$ cat src/rtl/cpu_bus_master.sv
// cpu_bus_master: 68040-protocol bus initiator for FPGA-internal engines.
// Takes a single-transfer request, arbitrates with BR/BG/BB, issues the
// address phase with TS/TIP, then collects TA/TEA-terminated beats.
//
// Ports:
//   i_clk, i_rst              clock, synchronous active-low reset
//   i_req_*                   request strobe/address/direction/size
//   i_wr_data                 write data for o_beat_idx (combinational path)
//   o_busy, o_beat_ack,       request-side status, per-beat handshake and
//   o_beat_idx, o_rd_data,    captured read data, completion with error and
//   o_done, o_err, o_timeout  timeout flags
//   o_br, i_bg, i_bb_in,      arbitration (active low)
//   o_bb_out, o_bb_oe
//   o_a_out, o_a_oe, i_d_in,  address/data buses and enables
//   o_d_out, o_d_oe
//   o_ts, o_tip, o_rw, o_siz, transfer control/attributes
//   o_tt, o_tm, i_ta, i_tea
module cpu_bus_master #(
    parameter int unsigned TIMEOUT_CYCLES = 64
) (
    input  logic        i_clk,
    input  logic        i_rst,
    input  logic        i_req_stb,
    input  logic [31:0] i_req_addr,
    input  logic        i_req_rw,
    input  logic [1:0]  i_req_siz,
    input  logic [31:0] i_wr_data,
    output logic        o_busy,
    output logic        o_beat_ack,
    output logic [1:0]  o_beat_idx,
    output logic [31:0] o_rd_data,
    output logic        o_done,
    output logic        o_err,
    output logic        o_timeout,
    output logic        o_br,
    input  logic        i_bg,
    input  logic        i_bb_in,
    output logic        o_bb_out,
    output logic        o_bb_oe,
    output logic [31:0] o_a_out,
    output logic        o_a_oe,
    input  logic [31:0] i_d_in,
    output logic [31:0] o_d_out,
    output logic        o_d_oe,
    output logic        o_ts,
    output logic        o_tip,
    output logic        o_rw,
    output logic [1:0]  o_siz,
    output logic [1:0]  o_tt,
    output logic [2:0]  o_tm,
    input  logic        i_ta,
    input  logic        i_tea
);

    typedef enum logic [2:0] {StIdle, StArb, StAddr, StData, StRelease} state_t;

    localparam logic [1:0] SizLine     = 2'b11;
    localparam logic [7:0] TimeoutLast = 8'(TIMEOUT_CYCLES - 1);

    state_t      r_state, w_state;
    logic        r_busy, w_busy;
    logic        r_beat_ack, w_beat_ack;
    logic [1:0]  r_beat_idx, w_beat_idx;
    logic [31:0] r_rd_data, w_rd_data;
    logic        r_done, w_done;
    logic        r_err, w_err;
    logic        r_timeout, w_timeout;
    logic        r_br, w_br;
    logic        r_bb_out, w_bb_out;
    logic        r_bb_oe, w_bb_oe;
    logic [31:0] r_a_out, w_a_out;
    logic        r_a_oe, w_a_oe;
    logic        r_d_oe, w_d_oe;
    logic        r_ts, w_ts;
    logic        r_tip, w_tip;
    logic        r_rw, w_rw;
    logic [1:0]  r_siz, w_siz;
    logic [1:0]  r_beats_left, w_beats_left;
    logic [7:0]  r_wait_cnt, w_wait_cnt;
    logic        w_go_release;

    always_ff @(posedge i_clk) begin
        if (!i_rst) begin
            r_state      <= StIdle;
            r_busy       <= 1'b0;
            r_beat_ack   <= 1'b0;
            r_beat_idx   <= 2'd0;
            r_rd_data    <= 32'd0;
            r_done       <= 1'b0;
            r_err        <= 1'b0;
            r_timeout    <= 1'b0;
            r_br         <= 1'b1;
            r_bb_out     <= 1'b1;
            r_bb_oe      <= 1'b0;
            r_a_out      <= 32'd0;
            r_a_oe       <= 1'b0;
            r_d_oe       <= 1'b1;
            r_ts         <= 1'b1;
            r_tip        <= 1'b1;
            r_rw         <= 1'b1;
            r_siz        <= 2'b00;
            r_beats_left <= 2'd0;
            r_wait_cnt   <= 8'd0;
        end else begin
            r_state      <= w_state;
            r_busy       <= w_busy;
            r_beat_ack   <= w_beat_ack;
            r_beat_idx   <= w_beat_idx;
            r_rd_data    <= w_rd_data;
            r_done       <= w_done;
            r_err        <= w_err;
            r_timeout    <= w_timeout;
            r_br         <= w_br;
            r_bb_out     <= w_bb_out;
            r_bb_oe      <= w_bb_oe;
            r_a_out      <= w_a_out;
            r_a_oe       <= w_a_oe;
            r_d_oe       <= w_d_oe;
            r_ts         <= w_ts;
            r_tip        <= w_tip;
            r_rw         <= w_rw;
            r_siz        <= w_siz;
            r_beats_left <= w_beats_left;
            r_wait_cnt   <= w_wait_cnt;
        end
    end

    // Next-state and next-output values; outputs are registered so each
    // value below becomes visible in the cycle after the deciding edge.
    always_comb begin
        w_state      = r_state;
        w_busy       = r_busy;
        w_beat_ack   = 1'b0;
        w_beat_idx   = r_beat_idx;
        w_rd_data    = r_rd_data;
        w_done       = 1'b0;
        w_err        = r_err;
        w_timeout    = r_timeout;
        w_br         = r_br;
        w_bb_out     = r_bb_out;
        w_bb_oe      = r_bb_oe;
        w_a_out      = r_a_out;
        w_a_oe       = r_a_oe;
        w_d_oe       = r_d_oe;
        w_ts         = r_ts;
        w_tip        = r_tip;
        w_rw         = r_rw;
        w_siz        = r_siz;
        w_beats_left = r_beats_left;
        w_wait_cnt   = r_wait_cnt;
        w_go_release = 1'b0;

        unique case (r_state)
            StIdle: begin
                if (i_req_stb) begin
                    w_state   = StArb;
                    w_busy    = 1'b1;
                    w_br      = 1'b0;
                    w_err     = 1'b0;
                    w_timeout = 1'b0;
                    w_a_out   = i_req_addr;
                    w_rw      = i_req_rw;
                    w_siz     = i_req_siz;
                    if (i_req_siz == SizLine) begin
                        w_beats_left = 2'd3;
                        w_beat_idx   = i_req_addr[3:2];
                    end else begin
                        w_beats_left = 2'd0;
                        w_beat_idx   = 2'd0;
                    end
                end
            end
            StArb: begin
                // Own the bus only when granted and no other master holds BB.
                if (!i_bg && i_bb_in) begin
                    w_state  = StAddr;
                    w_ts     = 1'b0;
                    w_tip    = 1'b0;
                    w_bb_oe  = 1'b1;
                    w_bb_out = 1'b0;
                    w_a_oe   = 1'b1;
                    w_br     = 1'b1;
                    w_d_oe   = r_rw;
                end
            end
            StAddr: begin
                w_state    = StData;
                w_ts       = 1'b1;
                w_wait_cnt = 8'd0;
            end
            StData: begin
                if (!i_tea) begin
                    // TEA wins over a simultaneous TA; no beat is reported.
                    w_err        = 1'b1;
                    w_go_release = 1'b1;
                end else if (!i_ta) begin
                    w_beat_ack = 1'b1;
                    if (r_rw) begin
                        w_rd_data = i_d_in;
                    end
                    if (r_beats_left == 2'd0) begin
                        w_go_release = 1'b1;
                    end else begin
                        w_beats_left = r_beats_left - 2'd1;
                        w_beat_idx   = r_beat_idx + 2'd1;
                        w_wait_cnt   = 8'd0;
                    end
                end else if (r_wait_cnt == TimeoutLast) begin
                    w_err        = 1'b1;
                    w_timeout    = 1'b1;
                    w_go_release = 1'b1;
                end else begin
                    w_wait_cnt = r_wait_cnt + 8'd1;
                end
            end
            StRelease: begin
                w_state = StIdle;
                w_bb_oe = 1'b0;
                w_a_oe  = 1'b0;
                w_busy  = 1'b0;
            end
            default: begin
                w_state = StIdle;
            end
        endcase

        if (w_go_release) begin
            w_state  = StRelease;
            w_tip    = 1'b1;
            w_bb_out = 1'b1;
            w_bb_oe  = 1'b1;
            w_a_oe   = 1'b1;
            w_d_oe   = 1'b1;
            w_done   = 1'b1;
        end
    end

    assign o_busy     = r_busy;
    assign o_beat_ack = r_beat_ack;
    assign o_beat_idx = r_beat_idx;
    assign o_rd_data  = r_rd_data;
    assign o_done     = r_done;
    assign o_err      = r_err;
    assign o_timeout  = r_timeout;
    assign o_br       = r_br;
    assign o_bb_out   = r_bb_out;
    assign o_bb_oe    = r_bb_oe;
    assign o_a_out    = r_a_out;
    assign o_a_oe     = r_a_oe;
    assign o_d_oe     = r_d_oe;
    assign o_ts       = r_ts;
    assign o_tip      = r_tip;
    assign o_rw       = r_rw;
    assign o_siz      = r_siz;
    // Write data follows o_beat_idx combinationally through the requester.
    assign o_d_out    = i_wr_data;
    assign o_tt       = 2'b00;
    assign o_tm       = 3'b001;

endmodule

$ cat config.mk
export PLATFORM = sky130hd
export DESIGN_NAME = cpu_bus_master
export DESIGN_NICKNAME = d
export VERILOG_FILES = /design/src/rtl/cpu_bus_master.sv
export SDC_FILE = /design/constraint.sdc
export NUM_CORES = 1
export LEC_CHECK = 0
export ABC_CLOCK_PERIOD_IN_PS = 4100
export BUFFER_PORTS_ARGS = -buffer_cell sky130_fd_sc_hd__buf_2
export CORE_AREA = 8 8 108 110
export DETAILED_ROUTE_END_ITERATION = 10
export DIE_AREA = 0 0 116 118
export PLACE_DENSITY = 0.73
export SETUP_SLACK_MARGIN = 0.1
export SYNTH_ARGS = -nofsm -noshare
export SYNTH_HDL_FRONTEND = slang
export SYNTH_SLANG_ARGS = --single-unit
$ cat constraint.sdc
create_clock -name i_clk -period 4.1 [get_ports i_clk]
set_input_delay 0.41 -clock i_clk [delete_from_list [all_inputs] [get_ports i_clk]]
set_output_delay 0.41 -clock i_clk [all_outputs]
set_load 0.01 [all_outputs]
After elaboration in Yosys (flattened, before gate mapping)
Index checks and enable logic that the tools add are counted.

storage, ports and cells
  register bits after elaboration = 92
  output and inout bits = 118

operators by class
  add/sub/neg operators = 3
  equality and inequality tests = 20
  muxes and demuxes = 43
  bitwise operators = 3
  reductions and logical operators = 25

operators with widths
  cell                   number
  $mux W8                4
  $mux W2                10
  $ne A3 B3 Y1 const B   6
  $mux W1                16
  $ne A2 B2 Y1 const B   8
  $pmux W8 S2            1
  $pmux W1 S2            6
  $pmux W3 S4            1
  $reduce_and A3 Y1      4
  $reduce_and A4 Y1      3
  $reduce_and A2 Y1      5
  $reduce_and A5 Y1      2
  $reduce_bool A2 Y1     5
  $mux W3                3
  $add A8 B1 Y8 const B  1
  $eq A8 B6 Y1 const B   1
  $pmux W2 S2            2
  $eq A3 B2 Y1 const B   2
  $eq A3 B1 Y1 const B   1
  $eq A3 B3 Y1 const B   1
  $logic_not A3 Y1       1
  $not A1 Y1             3
  $reduce_bool A3 Y1     1
  $add A2 B1 Y2 const B  1
  other kinds (6)        6

Depth between registers and ports, before layout
  depth after elaboration = 7
  mapped depth = 7
  gate-level depth less buffers = 6

Worst setup path before layout
No wires, ideal clock.

  kind = register to register
  start = reg r_wait_cnt[0]
  end = reg r_wait_cnt[5]
  library setup time = 130 ps
  arrival time = 1496 ps
  required time = 3970 ps
  path slack = 2474 ps
  cell stages (with the launch flop) = 6
  period minus slack after synthesis = 1626 ps
  cells stage by stage = dfxtp_1 > ha_1 > nand3_1 > or4_4 > a41oi_1 > a31oi_1

between the ends
  word-level cells in the longest chain between the ends = 5

RTL lines
  what                      RTL line  RTL
  start: declaration        79        logic [7:0] r_wait_cnt, w_wait_cnt;
  start signal: assignment  124       r_wait_cnt <= w_wait_cnt;
  $add A8 B1 Y8             213       w_wait_cnt = r_wait_cnt + 8'd1;
  $mux W8                   208       end else if (r_wait_cnt == TimeoutLast) begin
  $mux W8                   196       end else if (!i_ta) begin
  $mux W8                   192       if (!i_tea) begin
  $pmux W8 S2               153       unique case (r_state)

Several ways; a longest one is shown, not always the timed one. The select of a mux whose other input is x is not followed.
A chain may end at the register's enable or synchronous reset.

Final worst setup path
  start = reg r_state[0]
  end = reg r_rd_data[27] (netlist: o_rd_data[27])

between the ends
  word-level cells in the longest chain between the ends = 2

RTL lines
  what                         RTL line  RTL
  start: declaration           60        state_t r_state, w_state;
  start signal: assignment     84        r_state <= StIdle;
  start signal: assignment     105       r_state <= w_state;
  $eq A3 B2 Y1                 153
  $reduce_and A4 Y1 (no line)  n/a
  end signal: assignment       109       r_rd_data <= w_rd_data;
  end: declaration             64        logic [31:0] r_rd_data, w_rd_data;

Every way passes these cells.

==> run summary <==
#FFs+latches synth - 92
Routability cong. - 0.788
WS Path Type - flop to flop
Slew @ Worst Pin - 1.19 ns
I/O pin total - 224
Fraction of layout cells with a size suffix above 1 - 0.322
Total global routing overflow - 0
Max Slew Vio Count - 0
Async set-reset flop share out of synthesis - 0
Crit share post-route - 0.546
Die width - 116 um
PD cells - 378 nW/um^2
Reg2reg path depth - 4
EDFF count, synth - 0
Worst path max stage delay - 0.78 ns
First-pass GRT wire length - 16.3 mm
Cells after Synth - 470
Initial antenna violation count - 1
CTS tree - yes
Internal - 1.27 mW
Critical path required time - 4.29 ns
Worst Skew - 0.0146 ns
Worst-path maximum fanout - 32
Switching share of power - 0.265
Initial Util - 0.387
Vias in the first global route - 3448
Routed WL per cell - 14.0 um
Mean post-synth cell area - 8.23 sq um
Unrepaired setup endpoints after global routing - false
Comb power frac - 0.116
Synth area leaders - dfxtp_1, nand2_1, a21oi_1
Global Route Usage Sum - 0.145
Port bufs - 154
Worst reg-to-reg setup slack - 1.86 ns
Mapped cell area - 3870 sq um
Maxcap violations - 0
Worst Hold End - o_rd_data[19]
Starting DRC count in detailed routing - 98
Clk slew on worst S/H paths - 0.10 ns
HP Class - primary input to flop
Clock share of power - 0.333
Fill cells - 1042
CTS buffer count - 9
Total power - 1.73 mW
Setup TNS - 0 ns
# placed instances - 698
Hold Fails Final Rpt - 0
Die height - 118 um
Post-synth top cells - nand2_1, dfxtp_1, a21oi_1, buf_4, clkbuf_1
Sequential power share - 0.551
Crit path cell chain - and4b_2 > nand3_1 > nand2_1 > a21oi_1
CP max stage cell - nand3_1
Setup violators final - 0
Drt first pass iters - 4
Layout area overhead - 17.9%
Crit. End Element - flop
Post-CTS Setup Bufs - 0
Non-filler cells, final - 715
Nets - 681
FMAX - 0.446 GHz
Pin count of the biggest net entering global routing - 71
Hold path startpoint - i_d_in[19]
Hold Path Depth - 3
Vias - 3405
Relative slew margins - 0.208
Post-synth top area share - 0.476
DRC Markers - 0
Top cell type by total area after synthesis - dfxtp_1
Critical path arrival - 2.43 ns
Tmin final - 2.24 ns
Final HPWL DP - 7.41 mm
CP Launch Type - flop
Reg-to-reg critical path startpoint - r_state[0]
H-tree levels - 3
Status - finished clean
Total Routed Length - 10.0 mm
Post-CTS Resized - 0
Clk root buf - clkbuf_8
Core ar. - 10000 sq um
Dominant cell by count in the synthesized netlist - nand2_1
Critical R2R Capture - o_rd_data[27]
FP Rows - 37
DIE AREA - 13700 sq um
Maximum clock path buffer count - 2
Switching power - 0.458 mW
Max rail drop VDD - 187 uV
Synth warn - 0
Static Leakage - 2.05 nW
Sequential area share after synthesis - 0.476
Yosys cell types - 51
Post-CTS Hold Fix Bufs - 0
Main flop type after synthesis - dfxtp_1
Routed vias/inst - 4.76
Detail Route Antenna Nets - 0
CTS Sinks - 92
Worst-Skew Late Latency - 0.35 ns
## state kept, by name, summed over array words and instances (netlist names)
| signal | cells |
|---|---|
| o_a_out | 32 |
| o_beat_ack | 1 |
| r_beats_left | 2 |
| o_rw | 1 |
| r_wait_cnt | 8 |
| o_timeout | 1 |
| o_rd_data | 32 |
| o_done | 1 |
| r_state | 3 |
| o_busy | 1 |
| o_beat_idx | 2 |
| o_ts | 1 |
| o_tip | 1 |
| o_a_oe | 1 |
| o_br | 1 |
| o_siz | 2 |
| o_d_oe | 1 |
| o_err | 1 |
## layer usage
layer / routed length (um) / vias up / track usage
li1: - / 1716 / -
met4: 111 / 2 / 0.0406
met5: 12 / - / 0
met1: 3960 / 1557 / 0.154
met2: 4920 / 111 / 0.253
met3: 992 / 19 / 0.0611
## layout by cell type (no fill, tap or decap), drive strengths merged, types with 3 or more instances in the layout
cell type  Yosys  final
a21oi         73     73
a31oi          5      5
and3           4      4
buf           54    155
clkbuf        12     12
conb           2      5
dfxtp         92     92
inv           12     13
nand2        149    149
nand3          9      9
nand3b         3      3
nor2          10     10
o211ai         3      3
o21ai          7      7
or3            3      3
## through the flow
stage / hold slack [ns] / setup WS (ns) / cell area (sq um) / utilization
floorplan: 0.448 / 2.47 / 3880 / -
global placement: 0.438 / 1.92 / 4370 / 0.437
detailed placement: 0.443 / 1.84 / 4370 / 0.437
CTS: 0.270 / 1.85 / 4560 / 0.456
global route: 0.264 / 1.65 / 4560 / 0.456
finish: 0.286 / 1.86 / 4560 / 0.456
## kinds of logic after synthesis
family	synth area share
compound gates	0.158
fa+ha+maj	0.00647
buf+inv	0.129
flops	0.476
mux	0.00517
other cells	0.00194
simple gates	0.223
## worst max-delay path, delay by kind of cell, from the launching register on
family             cells  cell delay, ns
DFF                    1            0.60
AOI/OAI and AO/OA      1            0.09
and+or+nand+nor        3            1.39
## power by group through the flow
stage / logic (mW) / clock network (mW) / registers (mW)
after floorplan: 0.152 / 0 / 0.980
after global placement: 0.202 / 0 / 0.969
after detailed placement: 0.205 / 0 / 0.972
after CTS: 0.205 / 0.601 / 0.951
after global routing: 0.227 / 0.636 / 0.956
final: 0.201 / 0.574 / 0.951
## how the worst max path moves through the flow
stage                              from             to  slack [ns]  cells past startpoint
final                        r_state[0]  o_rd_data[27]        1.86                      4
after global routing         r_state[0]  o_rd_data[26]        1.65                      4
after CTS                    r_state[0]  o_rd_data[29]        1.85                      4
after detailed placement     r_state[0]  o_rd_data[29]        1.84                      4
after global placement       r_state[0]  o_rd_data[10]        1.92                      4
after floorplan           r_wait_cnt[0]  r_wait_cnt[5]        2.47                      5
## area by class of cell
class | count | area [sq um] | share of cell area
well taps | 136 | 170 | 0.0373
clock inverters | 4 | 32.5 | 0.00713
inverters | 12 | 45.0 | 0.00987
flip-flops and latches | 92 | 1840 | 0.404
repair buffers | 155 | 778 | 0.171
diodes | 1 | 2.50 | 0.000548
multi-input cells | 303 | 1540 | 0.337
clock buffers | 12 | 155 | 0.0340
No activity file was read; power rests on OpenSTA's default activity.
